File: config.mk
export PLATFORM = sky130hd
export DESIGN_NAME = gate_test_sequencer_flat
export DESIGN_NICKNAME = d
export VERILOG_FILES = /design/src/rtl/gate_test_sequencer_pkg.sv /design/src/rtl/gate_test_sequencer_if.sv /design/src/rtl/gate_test_sequencer_dwell_timer.sv /design/src/rtl/gate_test_sequencer.sv /design/src/flat_wrapper.sv
export SDC_FILE = /design/constraint.sdc
export NUM_CORES = 1
export LEC_CHECK = 0
export BUFFER_PORTS_ARGS = -buffer_cell sky130_fd_sc_hd__buf_4
export CAP_MARGIN = 20
export CORE_UTILIZATION = 31
export CTS_CLUSTER_DIAMETER = 80
export DETAILED_ROUTE_END_ITERATION = 16
export GPL_ROUTABILITY_DRIVEN = 0
export PLACE_DENSITY = 0.57
export SYNTH_ARGS = -nofsm -noshare
export SYNTH_HDL_FRONTEND = slang
export SYNTH_SLANG_ARGS = --single-unit
export TNS_END_PERCENT = 50
File: constraint.sdc
create_clock -name clk -period 2.45 [get_ports clk]
set_clock_uncertainty 0.1 [all_clocks]
set_input_delay 0.1225 -clock clk [delete_from_list [all_inputs] [get_ports clk]]
set_output_delay 0.1225 -clock clk [all_outputs]
set_load 0.01 [all_outputs]
File: src/rtl/gate_test_sequencer_pkg.sv
// Shared definitions for the gate test sequencer.
//   state_t     : FSM state encoding, also exported on the interface for debug.
//   DEF_N_IN    : default gate input count for the lab builds.
//   DEF_DWELL   : default settle cycles per vector.
//   cnt_width() : register width needed to count 0..n-1 (never below 1 bit).
package gate_test_sequencer_pkg;

   typedef enum logic [1:0] {
      ST_IDLE   = 2'd0,
      ST_SETTLE = 2'd1,
      ST_CHECK  = 2'd2,
      ST_DONE   = 2'd3
   } state_t;

   localparam int DEF_N_IN  = 2;
   localparam int DEF_DWELL = 2;

   function automatic int cnt_width(input int n);
      return (n > 1) ? $clog2(n) : 1;
   endfunction

endpackage

File: src/rtl/gate_test_sequencer_if.sv
// Bundle between the lab top level and the gate test sequencer.
//   start      : level request; a run begins on any cycle where start=1 while
//                the sequencer is idle. There is no ready/ack: while busy or in
//                the done cycle the level is ignored, and holding it high
//                simply re-arms a new run in the first idle cycle.
//   exp_table  : expected truth table, bit i = expected gate_out for gate_in=i
//   gate_out   : output of the gate under test
//   gate_in    : stimulus vector to the gate under test
//   busy/done  : run in progress / one-cycle end-of-run pulse
//   pass, err_count, first_fail, fail_seen : result of the last or current run
//   state      : FSM state, debug visibility only
// Modports: master = lab top / bench side, slave = sequencer side.
interface gate_test_sequencer_if
   import gate_test_sequencer_pkg::*;
#(
   parameter int N_IN = DEF_N_IN
);
   localparam int NV = 1 << N_IN;

   logic            start;
   logic [NV-1:0]   exp_table;
   logic            gate_out;
   logic [N_IN-1:0] gate_in;
   logic            busy;
   logic            done;
   logic            pass;
   logic [N_IN:0]   err_count;
   logic [N_IN-1:0] first_fail;
   logic            fail_seen;
   state_t          state;

   modport master (
      output start, exp_table, gate_out,
      input  gate_in, busy, done, pass, err_count, first_fail, fail_seen, state
   );

   modport slave (
      input  start, exp_table, gate_out,
      output gate_in, busy, done, pass, err_count, first_fail, fail_seen, state
   );

endinterface

File: src/rtl/gate_test_sequencer_dwell_timer.sv
// Settle timer: counts while en=1, clears on clr or rst.
//   clk, rst : clock, synchronous active-high reset
//   clr      : synchronous clear (priority over en)
//   en       : count enable
//   tc       : terminal count, high when the count equals DWELL-1
module gate_test_sequencer_dwell_timer
   import gate_test_sequencer_pkg::*;
#(
   parameter int DWELL = DEF_DWELL
) (
   input  logic clk,
   input  logic rst,
   input  logic clr,
   input  logic en,
   output logic tc
);
   localparam int CW = cnt_width(DWELL);

   logic [CW-1:0] cnt;

   always_ff @(posedge clk) begin
      if (rst || clr) begin
         cnt <= '0;
      end else if (en) begin
         cnt <= cnt + 1'b1;
      end
   end

   assign tc = (cnt == CW'(DWELL - 1));

endmodule

File: src/rtl/gate_test_sequencer.sv
// Exhaustive stimulus controller for a small N_IN-input combinational gate.
// Steps gate_in through 0..2^N_IN-1, lets each vector settle for DWELL cycles,
// samples gate_out for one CHECK cycle and compares it with the truth table
// captured at start. Reports pass, mismatch count and first failing vector.
//   clk, rst : clock, synchronous active-high reset
//   bus      : gate_test_sequencer_if slave modport (see interface header)
module gate_test_sequencer
   import gate_test_sequencer_pkg::*;
#(
   parameter int N_IN  = DEF_N_IN,
   parameter int DWELL = DEF_DWELL
) (
   input  logic                        clk,
   input  logic                        rst,
   gate_test_sequencer_if.slave        bus
);
   localparam int              NV   = 1 << N_IN;
   localparam logic [N_IN-1:0] LAST = N_IN'(NV - 1);

   state_t          state;
   logic [NV-1:0]   exp_q;
   logic [N_IN-1:0] idx;
   logic [N_IN-1:0] gate_in_q;
   logic            busy_q;
   logic            done_q;
   logic            pass_q;
   logic [N_IN:0]   err_q;
   logic [N_IN-1:0] first_fail_q;
   logic            fail_seen_q;
   logic            dwell_tc;
   logic            mismatch;

   // The timer only runs in SETTLE, so every SETTLE entry starts from zero.
   gate_test_sequencer_dwell_timer #(.DWELL(DWELL)) u_dwell (
      .clk (clk),
      .rst (rst),
      .clr (state != ST_SETTLE),
      .en  (state == ST_SETTLE),
      .tc  (dwell_tc)
   );

   assign mismatch = (bus.gate_out != exp_q[idx]);

   always_ff @(posedge clk) begin
      if (rst) begin
         state        <= ST_IDLE;
         exp_q        <= '0;
         idx          <= '0;
         gate_in_q    <= '0;
         busy_q       <= 1'b0;
         done_q       <= 1'b0;
         pass_q       <= 1'b0;
         err_q        <= '0;
         first_fail_q <= '0;
         fail_seen_q  <= 1'b0;
      end else begin
         done_q <= 1'b0;
         unique case (state)
            ST_IDLE: begin
               if (bus.start) begin
                  exp_q        <= bus.exp_table;
                  err_q        <= '0;
                  fail_seen_q  <= 1'b0;
                  first_fail_q <= '0;
                  pass_q       <= 1'b0;
                  idx          <= '0;
                  gate_in_q    <= '0;
                  busy_q       <= 1'b1;
                  state        <= ST_SETTLE;
               end
            end
            ST_SETTLE: begin
               if (dwell_tc) begin
                  state <= ST_CHECK;
               end
            end
            ST_CHECK: begin
               // err_q cannot saturate: at most NV mismatches fit in N_IN+1 bits.
               if (mismatch) begin
                  err_q <= err_q + 1'b1;
                  if (!fail_seen_q) begin
                     first_fail_q <= idx;
                     fail_seen_q  <= 1'b1;
                  end
               end
               // Last vector found by compare; gate_in keeps NV-1 after the run.
               if (idx == LAST) begin
                  state <= ST_DONE;
               end else begin
                  idx       <= idx + 1'b1;
                  gate_in_q <= idx + 1'b1;
                  state     <= ST_SETTLE;
               end
            end
            ST_DONE: begin
               done_q <= 1'b1;
               busy_q <= 1'b0;
               pass_q <= (err_q == '0);
               state  <= ST_IDLE;
            end
            default: state <= ST_IDLE;
         endcase
      end
   end

   assign bus.gate_in    = gate_in_q;
   assign bus.busy       = busy_q;
   assign bus.done       = done_q;
   assign bus.pass       = pass_q;
   assign bus.err_count  = err_q;
   assign bus.first_fail = first_fail_q;
   assign bus.fail_seen  = fail_seen_q;
   assign bus.state      = state;

endmodule

File: src/flat_wrapper.sv
// flat-port wrapper written by rule: the top's interface ports become plain ports
module gate_test_sequencer_flat import gate_test_sequencer_pkg::*;
#(
   parameter int N_IN  = DEF_N_IN,
   parameter int DWELL = DEF_DWELL
)
  (clk, rst, bus_start, bus_exp_table, bus_gate_out, bus_gate_in, bus_busy, bus_done, bus_pass, bus_err_count, bus_first_fail, bus_fail_seen, bus_state);
  gate_test_sequencer_if #(.N_IN(N_IN)) bus_i ();
  input  logic clk;
  input  logic rst;
  input wire logic [$bits(bus_i.start)-1:0] bus_start;
  input wire logic [$bits(bus_i.exp_table)-1:0] bus_exp_table;
  input wire logic [$bits(bus_i.gate_out)-1:0] bus_gate_out;
  output wire logic [$bits(bus_i.gate_in)-1:0] bus_gate_in;
  output wire logic [$bits(bus_i.busy)-1:0] bus_busy;
  output wire logic [$bits(bus_i.done)-1:0] bus_done;
  output wire logic [$bits(bus_i.pass)-1:0] bus_pass;
  output wire logic [$bits(bus_i.err_count)-1:0] bus_err_count;
  output wire logic [$bits(bus_i.first_fail)-1:0] bus_first_fail;
  output wire logic [$bits(bus_i.fail_seen)-1:0] bus_fail_seen;
  output wire logic [$bits(bus_i.state)-1:0] bus_state;
  assign bus_i.start = bus_start;
  assign bus_i.exp_table = bus_exp_table;
  assign bus_i.gate_out = bus_gate_out;
  assign bus_gate_in = bus_i.gate_in;
  assign bus_busy = bus_i.busy;
  assign bus_done = bus_i.done;
  assign bus_pass = bus_i.pass;
  assign bus_err_count = bus_i.err_count;
  assign bus_first_fail = bus_i.first_fail;
  assign bus_fail_seen = bus_i.fail_seen;
  assign bus_state = bus_i.state;
  gate_test_sequencer #(.N_IN(N_IN), .DWELL(DWELL)) u_core (.clk(clk), .rst(rst), .bus(bus_i));
endmodule
After elaboration in Yosys (flattened, before gate mapping)
Cells that the tools add are included.

storage, ports and cells
  bits in registers = 18
  bits of input ports = 8
  output and inout bits = 13
  word-level logic and storage cells = 58

operators by class
  add/sub/neg operators = 3
  order comparisons = 1
  equal/unequal tests = 11
  mux-type cells = 22
  reduce and logical (&&, ||, !) cells = 11

operators with widths
  cell                                                                          number
  2-bit two-way mux                                                             7
  2-bit case mux with 2 select lines                                            2
  2-bit case mux with 4 select lines                                            1
  2-bit equality test, second input constant                                    3
  3-bit two-way mux                                                             2
  2-bit by 1-bit inequality test with 1-bit output, second input constant       3
  2-bit inequality test, second input constant                                  3
  1-bit case mux with 2 select lines                                            3
  3-bit case mux with 2 select lines                                            1
  2-bit AND reduction                                                           3
  3-bit AND reduction                                                           2
  1-bit two-way mux                                                             5
  4-bit AND reduction                                                           1
  2-bit nonzero test                                                            2
  3-bit by 1-bit adder with 3-bit output, second input constant                 1
  3-bit logical NOT                                                             1
  2-bit by 3-bit less-than comparator with 1-bit output, second input constant  1
  2-bit by 1-bit adder with 2-bit output, second input constant                 1
  1-bit binary-select mux with 2-bit select                                     1
  2-bit by 1-bit equality test with 1-bit output, second input constant         1
  2-bit logical NOT                                                             1
  1-bit adder, second input constant                                            1
  1-bit logical OR                                                              1
  1-bit inequality test                                                         1

Depth between registers and ports, before layout
Gate-level depths: netlist of run 1.

  depth in word-level cells = 5
  gate-level depth with buffers = 5
  gate-level depth less buffers = 5

Cells and area by module
A second synthesis of run 1 with hierarchy kept.

unflattened totals
  cell total of the unflattened synthesis = 92
  area total of the unflattened synthesis = 860.8 µm²

modules (own cells, without submodules)
  module                           times used  cells an instance  area an instance (µm²)
  gate_test_sequencer              1           89                 822.0
  gate_test_sequencer_dwell_timer  1           3                  38.8

Least setup slack after synthesis of run 1
No wires, ideal clock.

  kind = reg2reg
  from = register u_core.bus.gate_in[1] (netlist name)
  to = register u_core.first_fail_q[0] (netlist: u_core.bus.first_fail[0])
  setup time = 74 ps
  arrival time = 1,725 ps
  data required time = 2,276 ps
  setup slack = 551 ps
  stages on the path, launching flop included = 5
  path buffers = 0
  path through = dfxtp_1 > mux4_2 > xor2_2 > or3b_1 > a31oi_1

RTL lines
  item                  line                       source
  to (signal assigned)  gate_test_sequencer.sv:82  first_fail_q <= idx;
  to (decl)             gate_test_sequencer.sv:28  logic [N_IN-1:0] first_fail_q;

==> results of run 1 <==
==> state kept, by name, summed over array words and instances, names as in the netlist <==
| name | cells |
|---|---|
| u_core.bus.busy | 1 |
| u_core.u_dwell.tc | 1 |
| u_core.bus.fail_seen | 1 |
| u_core.exp_q | 4 |
| u_core.bus.gate_in | 2 |
| u_core.bus.err_count | 3 |
| u_core.bus.first_fail | 2 |
| u_core.bus.state | 2 |
| u_core.bus.done | 1 |
| u_core.bus.pass | 1 |
==> worst paths after layout <==
path,cells past startpoint,to,slack (ps)
max reg2reg,4,u_core.bus.first_fail[1],480
min,2,u_core.bus.busy,30
max,4,u_core.bus.first_fail[1],480
min reg2reg,1,u_core.u_dwell.tc,360
==> routing by layer <==
metal / up-vias / wire (um)
met3: 2 / 112
met5: - / 0
met1: 358 / 849
met2: 23 / 845
met4: 0 / 14
li1: 394 / -
==> through the flow <==
stage               total power [mW]  worst slack, ps
global placement              0.3890            556.0
finish                        0.5766            475.2
global route                  0.6037            361.0
floorplan                     0.3644            550.8
detailed placement            0.3903            477.4
CTS                           0.5825            465.2
==> cell usage in the layout, fill, tap and decap left out, drive strengths merged <==
master / count
a21o: 1
a21oi: 5
a22oi: 1
a311oi: 1
a31oi: 2
and3b: 1
buf: 21
clkbuf: 4
dfxtp: 18
dlygate4sd3: 4
ha: 3
inv: 4
mux2i: 8
mux4: 1
nand2: 7
nand2b: 5
nand3: 2
nand3b: 3
nor2: 14
nor2b: 1
nor3b: 2
nor4: 1
nor4b: 1
nor4bb: 2
o211ai: 1
o21ai: 1
o21bai: 1
o31ai: 3
or3b: 3
xor2: 2
==> logic make-up after synthesis <==
logic type | count (synthesis)
AO/OA/AOI/OAI | 16
XOR/XNOR | 2
adder cells (fa/ha/maj) | 3
buffers and inverters | 10
flip-flops | 18
multiplexers | 9
AND/OR/NAND/NOR | 42
==> cells in the mapped netlist, types with 3 or more instances <==
library cell / n
sky130_fd_sc_hd__a21oi_1: 5
sky130_fd_sc_hd__clkbuf_1: 5
sky130_fd_sc_hd__dfxtp_1: 18
sky130_fd_sc_hd__ha_1: 3
sky130_fd_sc_hd__inv_1: 4
sky130_fd_sc_hd__mux2i_1: 8
sky130_fd_sc_hd__nand2_1: 7
sky130_fd_sc_hd__nand2b_1: 5
sky130_fd_sc_hd__nand3b_1: 3
sky130_fd_sc_hd__nor2_1: 14
sky130_fd_sc_hd__o31ai_1: 3
==> final cells by class <==
class / instances / area (sq um)
multi-input combinational: 72 / 508.0
clock buffer: 4 / 36.28
tap: 31 / 38.79
fill: 281 / 1602
timing repair buffer: 25 / 197.7
inverter: 4 / 15.01
sequential: 18 / 360.3
==> worst max-delay path, cell delays in order (launching register included) <==
cell and delay [ps]:
sky130_fd_sc_hd__dfxtp_1 480, sky130_fd_sc_hd__mux4_2 570, sky130_fd_sc_hd__xor2_2 210, sky130_fd_sc_hd__or3b_1 400, sky130_fd_sc_hd__a31oi_1 160
==> power groups by stage <==
| stage | sequential [mW] | clock (mW) | combinational, mW |
|---|---|---|---|
| after global routing | 0.317 | 0.204 | 0.0822 |
| after detailed placement | 0.322 | 0 | 0.0688 |
| after floorplan | 0.317 | 0 | 0.0472 |
| after CTS | 0.315 | 0.194 | 0.0742 |
| after global placement | 0.321 | 0 | 0.0677 |
| final | 0.315 | 0.188 | 0.0735 |
==> summary by stage, run 1 <==
CTS
The maximum buffer depth of the clock tree is 2. The number of sinks handled by clock tree synthesis is 18. The post-CTS clock slew at the launch and capture registers of the worst setup and hold paths is 110 ps. Clock latency on the worst-skew pair, taken at its later pin, is 300 ps.

In this run the number of H-tree levels came out at 1. The number of hold buffers added after CTS is 4. TritonCTS built the clock tree. Post-CTS timing repair inserted 0 buffers for setup. After clock tree synthesis, the repair step resized 0 gates. CTS placed an instance of sky130_fd_sc_hd__clkbuf_4 at the clock tree root. The total clock buffers created by CTS is 3.

Detailed routing
After detailed routing, the number of remaining DRC violations is 0. The via count is 777. In this run, the number of DRC markers left after iteration 0 of detailed routing was 19. The post-detailed-route count of antenna-violating nets is 0.

The routed wirelength normalized by instance count is 11.84 um. The aggregate routed wire length is 1823 um. After detailed routing, the number of vias per cell comes to 5.045. The first detailed-routing pass ran for 4 iterations.

Critical path
The maximum fanout encountered on the critical timing path is 8. The worst setup path is captured at a flip-flop. The element type at the critical path start is a flip-flop.

The type of the setup path with the least slack is reg2reg. The data arrival time of the critical path is 2120 ps. At the worst endpoint, the required time is 2590 ps. The reg-to-reg startpoint is u_core.bus.gate_in[1]. The worst setup path startpoint is u_core.bus.gate_in[1].

Floorplan
The core region is 0.002758 sq mm. The vertical die dimension is 56.06 um. The die area is 0.003142 sq mm. The floorplan has 19 rows.

In this run the count of I/O pins placed on the die edge is 21. The die extent in x is 56.06 um. Once the floorplan was initialized, standard cells occupied 32.85% of the core.

STA
The number of slew-limit violations in the final report is 0. The sum of negative setup slack is 0 ps. The worst pin sits at a relative slew slack of 59.36%. The time the final worst path needs with I/O delays and setup is 1975 ps. The final worst-path cycle share is 80.60%. Setup repair after global routing left no endpoint under its margin. The setup violation total in the final timing report is 0. At the pin with the least slew margin, the transition time is 605.6 ps. Based on the critical path, the design can be clocked at up to 0.5064 GHz. On the final layout, the worst hold slack is 30.81 ps. The hold violation total from the final report is 0.

GRT
The met2 track demand over resource in global routing is 18.88%. The number of antenna violations at the first check in global routing is 0. In the global route stage, met3 resource usage came out at 5.116%. The first-pass GRT wire length is 3042 um. The total routing usage reported by global routing is 12.48%. The global-route layer with the greatest usage is met2.

Entering global routing, the biggest net connects 20 pins. The residual overflow from global routing is 0. The number of global-route vias before repair is 688. The met1 usage in global routing is 16.50%.

Synth
The cell count after synthesis came out at 100. The fraction of registers with async set/reset is 0%. The cell area after synthesis is 905.9 sq um.

The number of nets in the synthesized netlist is 111. After synthesis, the largest family of logic cells by area is simple AND/OR/NAND/NOR gates. The synthesis-stage register bit count is 18. Summing the areas of all fa, ha and maj instances in the mapped netlist gives 4.144% of the synthesized area.

After synthesis, the cell types taking the most area are sky130_fd_sc_hd__dfxtp_1, sky130_fd_sc_hd__mux2i_1, sky130_fd_sc_hd__nor2_1. The simple-gate share of the synthesized area is 26.38%. The main flop type after synthesis is sky130_fd_sc_hd__dfxtp_1. The cell taking the most area after synthesis is sky130_fd_sc_hd__dfxtp_1. The portion of netlist area occupied by mux cells is 11.33%. Summing the areas of all xor and xnor instances in the mapped netlist gives 2.762% of the synthesized area. In this run the mean area of a mapped cell was 9.059 sq um. The synthesized netlist devotes 11.46% of its cell area to compound gates.

The count of flip-flops with a built-in enable after synthesis is 0. After synthesis, the largest area contributor takes up 39.78% of total cell area. The count of yosys warnings during synthesis is 0.

The number of distinct library cell variants in the gate-level netlist after synthesis is 32. The sequential-to-total area share from yosys stat is 39.78%.

Power
Across the VDD grid, the largest voltage drop is 0.3900 mV. The power per standard cell area is 498.8 mW/mm^2. In this run, the clock network consumes 32.7% of the power. Cell internal power was estimated by the tool at 431.3 uW. The share of total power in combinational logic is 12.7%. Sequential cells account for 54.6% of the total power.

The analysis attributes to cell leakage a power of 0.4649 nW. In this run switching power makes up 25.20% of total power. The power dissipated by switching net loads is 145.3 uW.

Place
In this run the tool buffered the top-level ports with 20 buffer cells. The total half-perimeter wirelength after legalization and detailed placement is 1286 um. Once placement completed, the tool counted placed cells totaling 146. After detailed placement, the total cell area comes to 0.001080 sq mm.

Finish
The share of final-layout standard cells stronger than drive strength 1 is 23.58%. The post-route standard cell area excluding fillers is 0.001156 sq mm. The area added between synthesis and finish is 27.62%. 0 antenna diodes ended up in the layout. The number of cells in the finished layout apart from fillers is 154. The utilization after layout is 41.92%.

For this run, the post-layout net count is 135.

Run
The total of max-cap violations is 0.

Status
The flow ran to the end, and the final reports show no timing, DRC or antenna violations.

Hold path
The startpoint of the tightest hold check path is rst. The class of the tightest hold or removal check is in2reg.
No activity file was read; power rests on OpenSTA's default activity.
==> run 2: changes to the inputs <==
clock period = 1.92 ns   (was 2.45 ns; I/O delays follow)
==> run 2 against run 1 <==
  * Setup slack lost 320 ps
  * Sequential power grew 27%
  * Flip-flop and latch count is the same
  * Combinational power grew 40%
  * Final area grew 2.8%
  * Global-route usage grew 0.091 points
  * First-iteration DRC count shrank 11%
  * Worst hold slack lost 9.3 ps
  * Die area is the same
  * Critical path depth is the same
  * Total power grew 28%
  * Largest cell class unchanged
==> summary by stage, run 2 (same netlist as run 1, synthesis figures left out) <==
STA
The final worst-path cycle share is 91.80% (+11 points). The time the final worst path needs with I/O delays and setup is 1762 ps (-212.3 ps). Setup repair after global routing left no endpoint under its margin.

The max-slew headroom at the worst pin is 65.08% (+5.7 points). The hold violation total from the final report is 0 (unchanged). The worst path setup slack after routing is 157.5 ps (-317.7 ps). The setup violation total in the final timing report is 0 (unchanged). The number of slew-limit violations in the final report is 0 (unchanged). The worst slack on hold paths is 21.51 ps (-9.298 ps).

The transition time at the pin with the least slew margin is 521.5 ps (-84.08 ps). The maximum operating frequency came to 0.5674 GHz (+12%). The sum of negative setup slack is 0 ps (unchanged).

Finish
The leading cell type in the layout, fill and taps excluded is sky130_fd_sc_hd__buf_4. The total number of nets in the final design is 139 (+3.0%). Relative to the synthesized area, the layout overhead comes to 31.22%. The share of final-layout standard cells stronger than drive strength 1 is 25.20% (+1.6 points). In the layout the commonest cells are sky130_fd_sc_hd__buf_4, sky130_fd_sc_hd__dfxtp_1, sky130_fd_sc_hd__nor2_1. Ranked by flip-flop count, first place goes to u_core.exp_q. The number of flip-flops under the largest register name is 4 (unchanged).

The count of antenna diodes in the layout is 0 (unchanged). The number of cells in the finished layout apart from fillers is 158 (+2.6%).

Place
The number of buffer cells added on primary ports is 20 (unchanged). The total half-perimeter wirelength after legalization and detailed placement was 1339 um (+4.1%). The total instance count after detailed placement is 149 (+2.1%). The worst setup slack after placement came to 165.7 ps (-311.7 ps).

GRT
The residual overflow from global routing is 0 (unchanged). The number of antenna violations at the first check in global routing is 0 (unchanged). The number of global-route vias before repair is 744 (+8.1%). The first-pass GRT wire length came to 3167 um (+4.1%).

The maximum number of pins on one net before global-route repair is 20 (unchanged). The total routing usage reported by global routing is 12.57% (+0.091 points).

Critical path
The maximum fanout encountered on the critical timing path is 7 (-1). The maximum cell stage delay along the critical path is 530 ps (-40 ps). The capturing element type of the critical path is a flip-flop.

The cell type of the slowest stage on the worst timing path is sky130_fd_sc_hd__dfxtp_1. Walking the worst path, the cells encountered are mux4_2 > xor2_2 > or3b_1 > a31oi_1. The data arrival time of the critical path was 1900 ps (-220 ps). The reg-to-reg startpoint is u_core.bus.gate_in[0]. The worst reg-to-reg path cell count came to 4 (unchanged).

The worst-case register-to-register setup slack is 160 ps (-320 ps). The worst register-to-register path ends at u_core.bus.first_fail[0]. The critical path starts at u_core.bus.gate_in[0]. The element type at the critical path start is a flip-flop. The critical path data required time is 2060 ps (-530 ps).

The type of the setup path with the least slack is reg2reg.

Floorplan
The site row count was 19 (unchanged). The standard cell core area is 0.002758 sq mm (unchanged). The total I/O pin count is 21 (unchanged).

The die area was 0.003142 sq mm (unchanged). The effective utilization at floorplan is 32.85% (unchanged). The die extent in x is 56.06 um (unchanged). The vertical die dimension is 56.06 um (unchanged).

CTS
TritonCTS built the clock tree. The count of instances resized after the clock tree is built is 0 (unchanged). The cell sitting at the root of the clock tree is a sky130_fd_sc_hd__clkbuf_4.

The post-CTS clock slew at the launch and capture registers of the worst setup and hold paths is 110 ps (about the same). The total clock buffers created by CTS was 3 (unchanged). The number of sinks handled by clock tree synthesis came to 18 (unchanged). The number of H-tree levels is 1 (unchanged).

The clock insertion delay at the later pin of the skew report came to 300 ps (about the same). The maximum buffer depth of the clock tree is 2 (unchanged).

Hold path
The depth of the worst hold-timing path is 3 (+1). The min-delay analysis places its worst path in the category in2reg. The startpoint identified for the worst hold timing path is bus_start. The end of the worst hold path is u_core.bus.state[0].

Detailed routing
The post-detailed-route via-to-cell ratio is 4.924 (-2.4%). The iteration count of the initial detailed-routing pass is 4 (unchanged). The aggregate routed wire length came to 1847 um (+1.3%). The residual DRC count is 0 (unchanged). The routed wirelength normalized by instance count is 11.69 um (-1.2%). The via count is 778 (+0.13%).

The post-detailed-route count of antenna-violating nets is 0 (unchanged). The initial detailed-routing violation count is 17 (-2).

Status
The run finished with clean final reports.

Power
The final total power is 739.0 uW (+28%). The power per standard cell area is 621.7 mW/mm^2 (+25%). The peak supply drop came to 0.5381 mV (+38%).

The leakage power figure is 0.4843 nW (+4.2%).

Run
The total of max-cap violations is 0 (unchanged).
[run 2: final cells by class]
cell class / instances / area [sq um]
fill: 287 / 1569
clock buffer: 4 / 36.28
inverter: 4 / 15.01
sequential: 18 / 360.3
multi-input combinational: 72 / 508.0
timing repair buffer: 29 / 230.2
tap: 31 / 38.79
[run 2: critical path, delay by kind of cell (launching register included)]
kind,cells,cell delay [ps]
flops,1,530
mux,1,390
simple gates,1,370
xor+xnor,1,170
compound gates,1,160
[run 2: worst max-delay path by stage]
stage,end,slack (ps)
floorplan,u_core.bus.first_fail[0],20
global placement,u_core.bus.first_fail[1],210
detailed placement,u_core.bus.first_fail[0],170
CTS,u_core.bus.first_fail[0],150
global route,u_core.bus.first_fail[1],30
finish,u_core.bus.first_fail[0],160
[run 2: layer usage]
layer,vias up,part of all wire (%),global-route usage [%]
li1,405,-,-
met3,0,5.3,5.116
met5,-,0,0
met4,0,0,1.045
met2,18,48,21.26
met1,355,47,15.61
[run 2: report_power, final]
part / internal (mW) / switching [mW]
registers: 0.386 / 0.0152
logic: 0.0557 / 0.0477
clock network: 0.116 / 0.119
total: 0.557 / 0.182
[run 2: stage by stage]
| stage | util [%] | instance area [sq um] |
|---|---|---|
| after global routing | 43.10 | 1189 |
| after floorplan | - | 905.9 |
| final | 43.10 | 1189 |
| after CTS | 43.10 | 1189 |
| after detailed placement | 39.97 | 1102 |
| after global placement | 39.97 | 1102 |
[run 2: timing repair]
| action | CTS | global route |
|---|---|---|
| setup buffers | 0 | 0 |
| hold buffers | 5 | 0 |
| hold endpoints to repair | 5 | 0 |
